$ cat src/rtl/road_pkg.sv
// Shared definitions for the roadside jam detector: lane states and default
// thresholds, also used by the controller bench.
package road_pkg;

  typedef enum logic [1:0] {
    CLEAR    = 2'd0,
    PEND_ON  = 2'd1,
    JAMMED   = 2'd2,
    PEND_OFF = 2'd3
  } lane_state_e;

  localparam int NUM_ROADS    = 4;
  localparam int DEF_CNT_W    = 6;
  localparam int DEF_JAM_ON   = 20;
  localparam int DEF_JAM_OFF  = 8;
  localparam int DEF_DEBOUNCE = 4;

endpackage

$ cat src/rtl/lane_jam_monitor.sv
// One road: saturating queue occupancy counter, debounced jam FSM with
// hysteresis, and three sticky error flags.
module lane_jam_monitor
  import road_pkg::*;
#(
  parameter int CNT_W    = DEF_CNT_W,
  parameter int JAM_ON   = DEF_JAM_ON,
  parameter int JAM_OFF  = DEF_JAM_OFF,
  parameter int DEBOUNCE = DEF_DEBOUNCE
) (
  input  logic             clk,
  input  logic             rst,
  input  logic             arrive,
  input  logic             depart,
  input  logic             allow,
  input  logic             err_clr,
  output logic [CNT_W-1:0] cnt,
  output logic             jam,
  output logic             err_underflow,
  output logic             err_violation,
  output logic             err_overflow,
  output lane_state_e      state
);

  localparam int              DB_W    = $clog2(DEBOUNCE + 1);
  localparam logic [CNT_W-1:0] CNT_MAX = '1;
  localparam logic [CNT_W-1:0] ON_TH   = CNT_W'(JAM_ON);
  localparam logic [CNT_W-1:0] OFF_TH  = CNT_W'(JAM_OFF);
  localparam logic [DB_W-1:0]  DB_MAX  = DB_W'(DEBOUNCE);

  logic [CNT_W-1:0] cnt_q, cnt_d;
  logic [DB_W-1:0]  db_q, db_d;
  lane_state_e      state_q, state_d;
  logic             jam_q, jam_d;
  logic             un_q, un_d, vi_q, vi_d, ov_q, ov_d;
  logic             dep_ok, un_ev, vi_ev, ov_ev;

  // A depart without allow never moves the count; an arrive in the same
  // cycle still counts on its own.
  always_comb begin
    cnt_d  = cnt_q;
    un_ev  = 1'b0;
    ov_ev  = 1'b0;
    dep_ok = depart & allow;
    vi_ev  = depart & ~allow;
    if (arrive && dep_ok) begin
      cnt_d = cnt_q;
    end else if (arrive) begin
      if (cnt_q == CNT_MAX) ov_ev = 1'b1;
      else                  cnt_d = cnt_q + CNT_W'(1);
    end else if (dep_ok) begin
      if (cnt_q == '0) un_ev = 1'b1;
      else             cnt_d = cnt_q - CNT_W'(1);
    end
    un_d = (un_q & ~err_clr) | un_ev;
    vi_d = (vi_q & ~err_clr) | vi_ev;
    ov_d = (ov_q & ~err_clr) | ov_ev;
  end

  always_comb begin
    state_d = state_q;
    db_d    = db_q;
    case (state_q)
      CLEAR: begin
        if (cnt_q >= ON_TH) begin
          state_d = PEND_ON;
          db_d    = DB_W'(1);
        end
      end
      PEND_ON: begin
        if (cnt_q < ON_TH) begin
          state_d = CLEAR;
          db_d    = '0;
        end else if (db_q == DB_MAX) begin
          state_d = JAMMED;
          db_d    = '0;
        end else begin
          db_d = db_q + DB_W'(1);
        end
      end
      JAMMED: begin
        if (cnt_q <= OFF_TH) begin
          state_d = PEND_OFF;
          db_d    = DB_W'(1);
        end
      end
      PEND_OFF: begin
        if (cnt_q > OFF_TH) begin
          state_d = JAMMED;
          db_d    = '0;
        end else if (db_q == DB_MAX) begin
          state_d = CLEAR;
          db_d    = '0;
        end else begin
          db_d = db_q + DB_W'(1);
        end
      end
      default: begin
        state_d = CLEAR;
        db_d    = '0;
      end
    endcase
    jam_d = (state_d == JAMMED) || (state_d == PEND_OFF);
  end

  always_ff @(posedge clk or posedge rst) begin
    if (rst) begin
      cnt_q   <= '0;
      db_q    <= '0;
      state_q <= CLEAR;
      jam_q   <= 1'b0;
      un_q    <= 1'b0;
      vi_q    <= 1'b0;
      ov_q    <= 1'b0;
    end else begin
      cnt_q   <= cnt_d;
      db_q    <= db_d;
      state_q <= state_d;
      jam_q   <= jam_d;
      un_q    <= un_d;
      vi_q    <= vi_d;
      ov_q    <= ov_d;
    end
  end

  assign cnt           = cnt_q;
  assign jam           = jam_q;
  assign err_underflow = un_q;
  assign err_violation = vi_q;
  assign err_overflow  = ov_q;
  assign state         = state_q;

endmodule

$ cat src/rtl/road_jam_detector.sv
// Roadside front end: four independent lane monitors feeding the intersection
// controller's jam sensors; lane FSM states are exported on dbg_lane_state.
module road_jam_detector
  import road_pkg::*;
#(
  parameter int CNT_W    = DEF_CNT_W,
  parameter int JAM_ON   = DEF_JAM_ON,
  parameter int JAM_OFF  = DEF_JAM_OFF,
  parameter int DEBOUNCE = DEF_DEBOUNCE
) (
  input  logic                       clk,
  input  logic                       rst,
  input  logic [NUM_ROADS-1:0]       arrive,
  input  logic [NUM_ROADS-1:0]       depart,
  input  logic                       allow_0,
  input  logic                       allow_1,
  input  logic                       allow_2,
  input  logic                       allow_3,
  input  logic                       err_clr,
  output logic                       jam_sensor_0,
  output logic                       jam_sensor_1,
  output logic                       jam_sensor_2,
  output logic                       jam_sensor_3,
  output logic [NUM_ROADS*CNT_W-1:0] queue_cnt,
  output logic [NUM_ROADS-1:0]       err_underflow,
  output logic [NUM_ROADS-1:0]       err_violation,
  output logic [NUM_ROADS-1:0]       err_overflow,
  output logic [2*NUM_ROADS-1:0]     dbg_lane_state
);

  logic [NUM_ROADS-1:0] allow_v;
  logic [NUM_ROADS-1:0] jam_v;

  assign allow_v = {allow_3, allow_2, allow_1, allow_0};

  for (genvar g = 0; g < NUM_ROADS; g++) begin : g_lane
    lane_state_e lane_state;

    lane_jam_monitor #(
      .CNT_W    (CNT_W),
      .JAM_ON   (JAM_ON),
      .JAM_OFF  (JAM_OFF),
      .DEBOUNCE (DEBOUNCE)
    ) u_lane (
      .clk           (clk),
      .rst           (rst),
      .arrive        (arrive[g]),
      .depart        (depart[g]),
      .allow         (allow_v[g]),
      .err_clr       (err_clr),
      .cnt           (queue_cnt[g*CNT_W +: CNT_W]),
      .jam           (jam_v[g]),
      .err_underflow (err_underflow[g]),
      .err_violation (err_violation[g]),
      .err_overflow  (err_overflow[g]),
      .state         (lane_state)
    );

    assign dbg_lane_state[2*g +: 2] = lane_state;
  end

  assign jam_sensor_0 = jam_v[0];
  assign jam_sensor_1 = jam_v[1];
  assign jam_sensor_2 = jam_v[2];
  assign jam_sensor_3 = jam_v[3];

endmodule
$ cat config.mk
export PLATFORM = sky130hd
export DESIGN_NAME = road_jam_detector
export DESIGN_NICKNAME = d
export VERILOG_FILES = /design/src/rtl/road_pkg.sv /design/src/rtl/lane_jam_monitor.sv /design/src/rtl/road_jam_detector.sv
export SDC_FILE = /design/constraint.sdc
export NUM_CORES = 1
export LEC_CHECK = 0
export CAP_MARGIN = 15
export CORE_ASPECT_RATIO = 1.4
export CORE_MARGIN = 2
export CORE_UTILIZATION = 50
export DETAILED_ROUTE_END_ITERATION = 6
export HOLD_SLACK_MARGIN = 0.15
export MAX_ROUTING_LAYER = met4
export PLACE_DENSITY = 0.76
export SLEW_MARGIN = 20
export SYNTH_ARGS = -nofsm -noshare
export SYNTH_HDL_FRONTEND = slang
export SYNTH_SLANG_ARGS = --single-unit
$ cat constraint.sdc
create_clock -name clk -period 2.4 [get_ports clk]
set_input_delay 0.48 -clock clk [delete_from_list [all_inputs] [get_ports clk]]
set_output_delay 0.48 -clock clk [all_outputs]
set_load 0.03 [all_outputs]
# == After elaboration in Yosys (flattened, before gate mapping) ==
# Cells that the tools add are included.
# word_totals
wordCells,265
regBits,60
input_bits,15
# classes
bitwise,41
n_reduce_logical,28
muxes,96
n_addsub,12
n_eq_ne,44
n_lt_le_gt_ge,16
# op_table
cell,n
6-bit 2-to-1 mux,16
3-bit 2-to-1 mux,20
2-bit 2-to-1 mux,24
3-bit one-hot mux with 4 select lines,4
"2-bit == test, second input constant",16
2-bit one-hot mux with 4 select lines,4
1-bit 2-to-1 mux,28
"6-bit by 1-bit adder with 6-bit output, second input constant",4
"6-bit == test, second input constant",4
"6-bit by 5-bit >= comparator with 1-bit output, second input constant",4
"6-bit by 4-bit greater-than comparator with 1-bit output, second input constant",4
"6-bit by 4-bit <= comparator with 1-bit output, second input constant",4
6-bit zero test,4
"6-bit by 5-bit < comparator with 1-bit output, second input constant",4
"6-bit by 1-bit subtractor with 6-bit output, second input constant",4
1-bit bitwise AND,20
"2-bit by 1-bit != test with 1-bit output, second input constant",8
"2-bit != test, second input constant",8
4-bit AND reduction,4
"3-bit by 1-bit adder with 3-bit output, second input constant",4
"3-bit == test, second input constant",4
1-bit OR,12
1-bit inverter,9
"2-bit by 1-bit == test with 1-bit output, second input constant",4
other kinds (5),20

# == Depth between registers and ports, before layout ==
# Gate-level depths: netlist of run 1.
# depth
ltp_word,6
depth_mapped,7
depth_no_buf,7

# == Cells and area by module ==
# A second synthesis of run 1 with hierarchy kept.
# hier_totals
cells_unflattened,360
hier_area_um2,3535.9
# by_module_without_submodules
module,seq_area_each_um2,cells_per_inst,n_inst,area_each_um2
lane_jam_monitor at g_lane[0].u_lane ...,350.3,88,3,878.3
lane_jam_monitor at g_lane[3].u_lane,350.3,96,1,900.9

# == Worst setup path before layout of run 1 ==
# No wires, ideal clock.
# synth_timing
kind,input -> register
start,input arrive[2]
end,register g_lane[2].u_lane.cnt_q[5]
n_path_buf,0
cell_stages,7
arrival_time_ns,1.747
slack_ns,0.572
required_time_ns,2.320
setup_time_ns,0.080
path_cell_list,inv_1 > ha_1 > a211oi_1 > o21bai_1 > a21o_1 > mux2_2 > mux2i_1
# synth_between
elab_chain_cells,3
# synth_rtl
item,line,rtl
from (decl),road_jam_detector.sv:13,"input logic [NUM_ROADS-1:0] arrive,"
branches (longest 3 deep; another with 4-bit AND reduction),-,
to (signal assigned),lane_jam_monitor.sv:116,cnt_q <= cnt_d;
to (decl),lane_jam_monitor.sv:31,"logic [CNT_W-1:0] cnt_q, cnt_d;"
# Several ways; the timed one is not identified.
# A chain may end at the register's enable or synchronous reset.

# == Worst setup path after layout of run 1 ==
# Same ends and word-level chain as after synthesis.

==> results of run 1 <==
## kinds of logic after synthesis
logic type      count (synthesis)
compound gates                114
xor+xnor                       19
fa+ha+maj                      28
buf+inv                        62
flops                          60
mux                            10
simple gates                   85
## cell type report
type,instances,area (um2),share of cell area (%)
repair buffers,68,678,14.9
flip-flops and latches,60,1500,33.0
clock inverters,3,15.0,0.330
multi-input cells,256,1920,42.2
well taps,97,121,2.66
clock buffers,12,135,2.97
inverters,48,180,3.95
## state kept, by name (all words and copies together), names as in the netlist
signal and count:
g_lane.u_lane.err_violation 4, g_lane.u_lane.state 8, g_lane.u_lane.cnt 24, g_lane.u_lane.db_q 12, g_lane.u_lane.err_overflow 4, g_lane.u_lane.jam 4
g_lane.u_lane.err_underflow 4
## routing by layer
layer  share of wire (%)  vias up  global-route usage [%]
met1                  44     1430                    22.4
met2                  51       56                    34.0
met4                 1.4        0                    6.62
met3                 3.8       10                    5.09
li1                    -     1472                       -
met5                   0        -                       -
## power by group through the flow
stage	registers [mW]	clock network (mW)	logic (mW)
final	2.03	0.736	3.37
after detailed placement	2.04	0	3.39
after CTS	2.03	0.754	3.41
after global placement	2.03	0	3.29
after floorplan	2.49	0	1.84
after global routing	2.12	0.813	3.70
## path summary, 6_finish.rpt
| path | startpoint | endpoint | slack (ps) | cells past startpoint |
|---|---|---|---|---|
| worst max-delay path | arrive[2] | g_lane[2].u_lane.cnt[5] | 270 | 8 |
| worst min-delay path | rst | g_lane[2].u_lane.jam | 520 | 3 |
| worst max register to register | g_lane[2].u_lane.cnt[2] | g_lane[2].u_lane.cnt[5] | 620 | 6 |
| worst min register to register | g_lane[2].u_lane.err_violation | g_lane[2].u_lane.err_violation | 520 | 2 |
| max in group asynchronous | rst | g_lane[3].u_lane.db_q[0] | 1600 | 3 |
| min in group clk | g_lane[2].u_lane.err_violation | g_lane[2].u_lane.err_violation | 520 | 2 |
## Yosys cell counts (2+ instances only)
master,number,area [um2]
dfrtp_1,60,1500
inv_1,48,180
ha_1,24,300
o21ai_0,24,120
nand2_1,22,82.6
a21oi_1,21,105
nor2_1,16,60.1
buf_4,12,90.1
xnor2_1,11,96.3
a21o_1,9,67.6
nand3_1,9,45.0
nor3b_1,9,67.6
o22a_1,9,78.8
o22ai_1,9,56.3
xor2_1,8,70.1
mux2_2,6,67.6
a211oi_1,5,37.5
a31oi_1,5,31.3
fa_1,4,80.1
nand4_1,4,25.0
nor3_1,4,20.0
nor3_2,4,40.0
and4_1,3,26.3
nand2b_1,3,18.8
o21a_1,3,22.5
o32ai_1,3,26.3
o41ai_1,3,26.3
a211oi_2,2,25.0
and2_1,2,12.5
and3_1,2,12.5
mux2i_1,2,20.0
o2111a_1,2,22.5
o211ai_1,2,15.0
o21ai_2,2,17.5
o21ai_4,2,32.5
o2bb2ai_1,2,17.5
o31ai_1,2,15.0
## critical path: stages
cell             delay (ps)
clkdlybuf4s50_1         510
inv_1                   140
ha_1                    340
a211oi_1                250
o21bai_1                 90
a21o_1                  200
mux2_2                  270
mux2i_1                 110
## metrics by stage
stage               hold slack [ps]  total power [mW]  setup slack, ps
floorplan                       481              4.33              435
global placement                499              5.33            -6.61
detailed placement              510              5.43            -66.4
CTS                             523              6.19              275
global route                    553              6.63              187
finish                          521              6.13              269
==> impl_metrics.csv, run 1 <==
group,metric,value,unit
placed_design,dp.cells,529,
detailed_routing,wl,7.38,mm
floorplan,die_w,76.8,um
critical_path,cp_max_fo,6,
detailed_routing,drc,0,
global_route,grt_use_total,19.8,%
logic_synthesis,synthArstFlopShare,100,%
clocking,cts.sinks,60,
logic_synthesis,ys.flop_type,"dfrtp_1",
detailed_routing,viasPerCell,5.46,
global_route,grt_max_degree,61,
run,maxCapViolations,0,
logic_synthesis,ys_ff_latch,60,
placed_design,dp_hpwl,5.45,mm
logic_synthesis,yosysUniqueCellTypes,57,
timing,clock_skew,6.28,ps
clocking,tritoncts,"built",
cells_and_area,final_design_area_no_fill,4560,um2
power_and_ir_drop,p_int,3.34,mW
power_and_ir_drop,seq_power_share,33.1,%
floorplan,die_y,106,um
logic_synthesis,avgSynthCellArea,9.82,um2
critical_path,worstSetupEndpointType,"flip-flop",
timing,fin_crit_sh,88.8,%
timing,rsz0062_at_grt,"no",
logic_synthesis,synthCells,378,
clocking,clk_latency,330,ps
detailed_routing,drt_iter0_drc,94,
cells_and_area,fin_util,62.7,%
clocking,holdBufCountCts,0,
critical_path,worstPathRequired,2660,ps
logic_synthesis,synth_top_family_by_area,"compound AO/OA/AOI/OAI gates",
cells_and_area,fin_cells,544,
placed_design,globalplace.congestion,0.929,
global_route,antenna_found_initial,0,
floorplan,start_util,51.1,%
clocking,clock-root-buffer,"clkbuf_8",
cells_and_area,n_fill_cell,636,
cells_and_area,syn2layout_area_growth,22.8,%
global_route,grt_pass1_wl,12.6,mm
power_and_ir_drop,irDropWorstVdd,0.772,mV
timing,setup_viol,0,
floorplan,core_area,7270,um2
timing,tightestPinTransition,617,ps
placed_design,portBuffers,62,
timing,slew_headroom,58.7,%
detailed_routing,first_pass_iters,4,
detailed_routing,postRouteAntennaNets,0,
clocking,cts_buffers,9,
power_and_ir_drop,p_comb_share,54.9,%
power_and_ir_drop,power_frac_clock,12.0,%
detailed_routing,num_vias,2968,
logic_synthesis,synth-xor-area-share,4.48,%
logic_synthesis,ys_seq_area_share,40.5,%
clocking,ctsResizeCount,0,
cells_and_area,diodes,0,
critical_path,cp.arrival,2390,ps
global_route,grt_pass1_vias,2900,
cells_and_area,final_nets,486,
clocking,clockBufferDepth,2,
floorplan,top_level_ports,63,
power_and_ir_drop,p_switching,2.79,mW
timing,hold_viol_final,0,
critical_path,path_class,"primary input to flip-flop",
logic_synthesis,yosys_warnings,0,
cells_and_area,layout_commonest_cell,"clkdlybuf4s50_1",
power_and_ir_drop,cellLeakagePower,2.04,nW
floorplan,dieArea,8140,um2
timing,fmax,469,MHz
global_route,overflow,0,
placed_design,placed_area,4410,um2
critical_path,cp-start-kind,"primary input",
detailed_routing,drt-wirelength-per-cell,13.6,um
timing,drv_slew,0,
worst_hold_path,hp-class,"primary input to async pin",
logic_synthesis,synth_fa_ha_area_share,10.2,%
clocking,post_cts_buffers,0,
logic_synthesis,syn-num-nets,421,
logic_synthesis,synth_edf_count,0,
floorplan,num_rows,37,
clocking,h-tree-depth,3,
timing,fin_tns_setup,0,ps
power_and_ir_drop,switching_share,45.6,%
run_status,status,"completed",
cells_and_area,layout_common_cells,"clkdlybuf4s50_1, dfrtp_1, inv_1, o21ai_0, ha_1",
power_and_ir_drop,p_per_area,1350,nW/um2
clocking,path_clk_slew,60,ps
logic_synthesis,syn-cell-area,3710,um2
logic_synthesis,synthSimpleGateAreaFrac,12.4,%
timing,fin_crit,2130,ps
cells_and_area,drive_gt1_share,10.3,%
logic_synthesis,synthMuxAreaShare,3.07,%
logic_synthesis,synth_compound_area_share,21.6,%
Note: power is estimated with default switching activity, not from simulation.
==> run 2, diff against run 1 <==
--- a/config.mk
+++ b/config.mk
@@ -10,9 +10,11 @@
 export CORE_MARGIN = 2
 export CORE_UTILIZATION = 50
 export DETAILED_ROUTE_END_ITERATION = 6
+export GPL_ROUTABILITY_DRIVEN = 0
 export HOLD_SLACK_MARGIN = 0.15
 export MAX_ROUTING_LAYER = met4
 export PLACE_DENSITY = 0.76
+export REMOVE_ABC_BUFFERS = 1
 export SLEW_MARGIN = 20
 export SYNTH_ARGS = -nofsm -noshare
 export SYNTH_HDL_FRONTEND = slang
==> run 2 against run 1 <==
  * Setup slack better by 4.8 ps
  * Clock power is 17% higher
  * Via count rose by 0.37%
  * Maximum frequency rose by 0.22%
  * Largest cell class unchanged
==> impl_metrics.csv, run 2 (synthesized netlist as in run 1, its figures left out) <==
group,metric,value,unit
placed_design,portBuffers,62,
timing,fin_tns_setup,0,ps
detailed_routing,drt_iter0_drc,109,
clocking,holdBufCountCts,0,
critical_path,worstSetupEndpointType,"flip-flop",
worst_hold_path,hp-class,"primary input to async pin",
timing,hold_viol_final,0,
detailed_routing,drt-wirelength-per-cell,13.7,um
critical_path,cp_slowest_cell,"clkdlybuf4s50_1",
timing,drv_slew,0,
global_route,grt_max_degree,38,
critical_path,r2r_slack,590,ps
floorplan,start_util,51.1,%
clocking,clock-root-buffer,"clkbuf_8",
critical_path,max_stage_delay,500,ps
floorplan,die_w,76.8,um
clocking,clockBufferDepth,2,
floorplan,die_y,106,um
critical_path,worstPathRequired,2670,ps
timing,fin_crit,2130,ps
cells_and_area,syn2layout_area_growth,24.0,%
cells_and_area,multi_input_area,1920,um2
detailed_routing,postRouteAntennaNets,0,
cells_and_area,layout_commonest_cell,"clkdlybuf4s50_1",
power_and_ir_drop,switching_share,44.7,%
clocking,ctsResizeCount,0,
clocking,h-tree-depth,3,
placed_design,dp_hpwl,5.58,mm
timing,rsz0062_at_grt,"no",
clocking,post_cts_buffers,0,
critical_path,cp.arrival,2390,ps
critical_path,reg2reg_to,"g_lane[2].u_lane.cnt[5]",
floorplan,dieArea,8140,um2
placed_design,dp.cells,530,
global_route,antenna_found_initial,0,
cells_and_area,n_fill_cell,639,
timing,slew_headroom,64.2,%
run,maxCapViolations,0,
critical_path,cp_max_fo,6,
power_and_ir_drop,p_total,6.27,mW
detailed_routing,drc,0,
power_and_ir_drop,p_switching,2.80,mW
power_and_ir_drop,irDropWorstVdd,0.781,mV
cells_and_area,fin_util,63.3,%
run_status,status,"completed",
cells_and_area,fin_cells,545,
critical_path,path_cells,"clkdlybuf4s50_1 > inv_1 > ha_1 > a211oi_1 > o21bai_1 > a21o_1 > mux2_2 > mux2i_1",
clocking,path_clk_slew,60,ps
timing,clock_skew,4.51,ps
detailed_routing,first_pass_iters,4,
timing,tightestPinTransition,535,ps
cells_and_area,layout_common_cells,"clkdlybuf4s50_1, dfrtp_1, inv_1, o21ai_0, ha_1",
cells_and_area,final_nets,487,
power_and_ir_drop,cellLeakagePower,2.07,nW
critical_path,path_class,"primary input to flip-flop",
detailed_routing,num_vias,2979,
global_route,grt_use_total,21.1,%
cells_and_area,largest_reg_flops,24,
global_route,grt_pass1_vias,3020,
power_and_ir_drop,seq_power_share,32.4,%
clocking,cts_buffers,9,
critical_path,rr_worst_depth,6,
floorplan,top_level_ports,63,
critical_path,reg2reg_from,"g_lane[2].u_lane.cnt[1]",
global_route,grt_pass1_wl,13.4,mm
power_and_ir_drop,p_int,3.47,mW
cells_and_area,register_area,1500,um2
detailed_routing,wl,7.49,mm
clocking,cts.sinks,60,
clocking,tritoncts,"built",
detailed_routing,viasPerCell,5.47,
timing,fmax,470,MHz
floorplan,num_rows,37,
clocking,clk_latency,350,ps
cells_and_area,drive_gt1_share,10.9,%
timing,setup_viol,0,
power_and_ir_drop,power_frac_clock,13.7,%
floorplan,core_area,7270,um2
cells_and_area,diodes,0,
power_and_ir_drop,p_comb_share,53.9,%
power_and_ir_drop,p_per_area,1360,nW/um2
global_route,overflow,0,
timing,fin_crit_sh,88.6,%
critical_path,cp-start-kind,"primary input",
==> run 2: worst max path at each step <==
stage	startpoint	to	slack, ps	cells past startpoint
CTS	g_lane[0].u_lane.cnt[0]	queue_cnt[0]	280	1
finish	arrive[2]	g_lane[2].u_lane.cnt[5]	270	8
global placement	arrive[2]	g_lane[2].u_lane.cnt[5]	-20	8
global route	g_lane[0].u_lane.cnt[0]	queue_cnt[0]	200	1
detailed placement	arrive[2]	g_lane[2].u_lane.cnt[5]	-80	8
floorplan	rst	g_lane[0].u_lane.cnt[0]	440	1
==> run 2: area by class of cell <==
cell class | instances | share of cell area, %
multi-input cells | 256 | 41.8
flip-flops and latches | 60 | 32.6
repair buffers | 69 | 14.9
clock buffers | 14 | 3.97
inverters | 48 | 3.92
well taps | 97 | 2.64
clock inverters | 1 | 0.109
==> run 2: per-layer routing <==
layer,part of all wire [%],global-route usage (%)
met5,0,-
met3,3.7,5.26
met4,2.1,9.35
met2,51,34.6
met1,43,24.4
==> run 2: power groups by stage <==
| stage | Sequential (mW) | Clock, mW | Combinational, mW |
|---|---|---|---|
| finish | 2.03 | 0.859 | 3.38 |
| global route | 2.13 | 0.931 | 3.73 |
| CTS | 2.04 | 0.886 | 3.41 |
| detailed placement | 2.05 | 0 | 3.39 |
| global placement | 2.04 | 0 | 3.30 |
| floorplan | 2.53 | 0 | 1.77 |
==> run 2: through the flow <==
| stage | hold WS (ps) | area, um2 | setup slack, ps |
|---|---|---|---|
| 5_1_grt | 541 | 4600 | 204 |
| 3_3_place_gp | 503 | 4410 | -17.7 |
| 3_5_place_dp | 506 | 4410 | -75.5 |
| 4_1_cts | 505 | 4600 | 279 |
| 6_report | 492 | 4600 | 273 |
| 2_1_floorplan | 481 | 3610 | 435 |
==> run 2: worst max-delay path, delay by kind of cell <==
family | cells | cell delay [ps]
adder cells (fa/ha/maj) | 1 | 340
buffers and inverters | 2 | 640
multiplexers | 2 | 400
AO/OA/AOI/OAI | 3 | 540
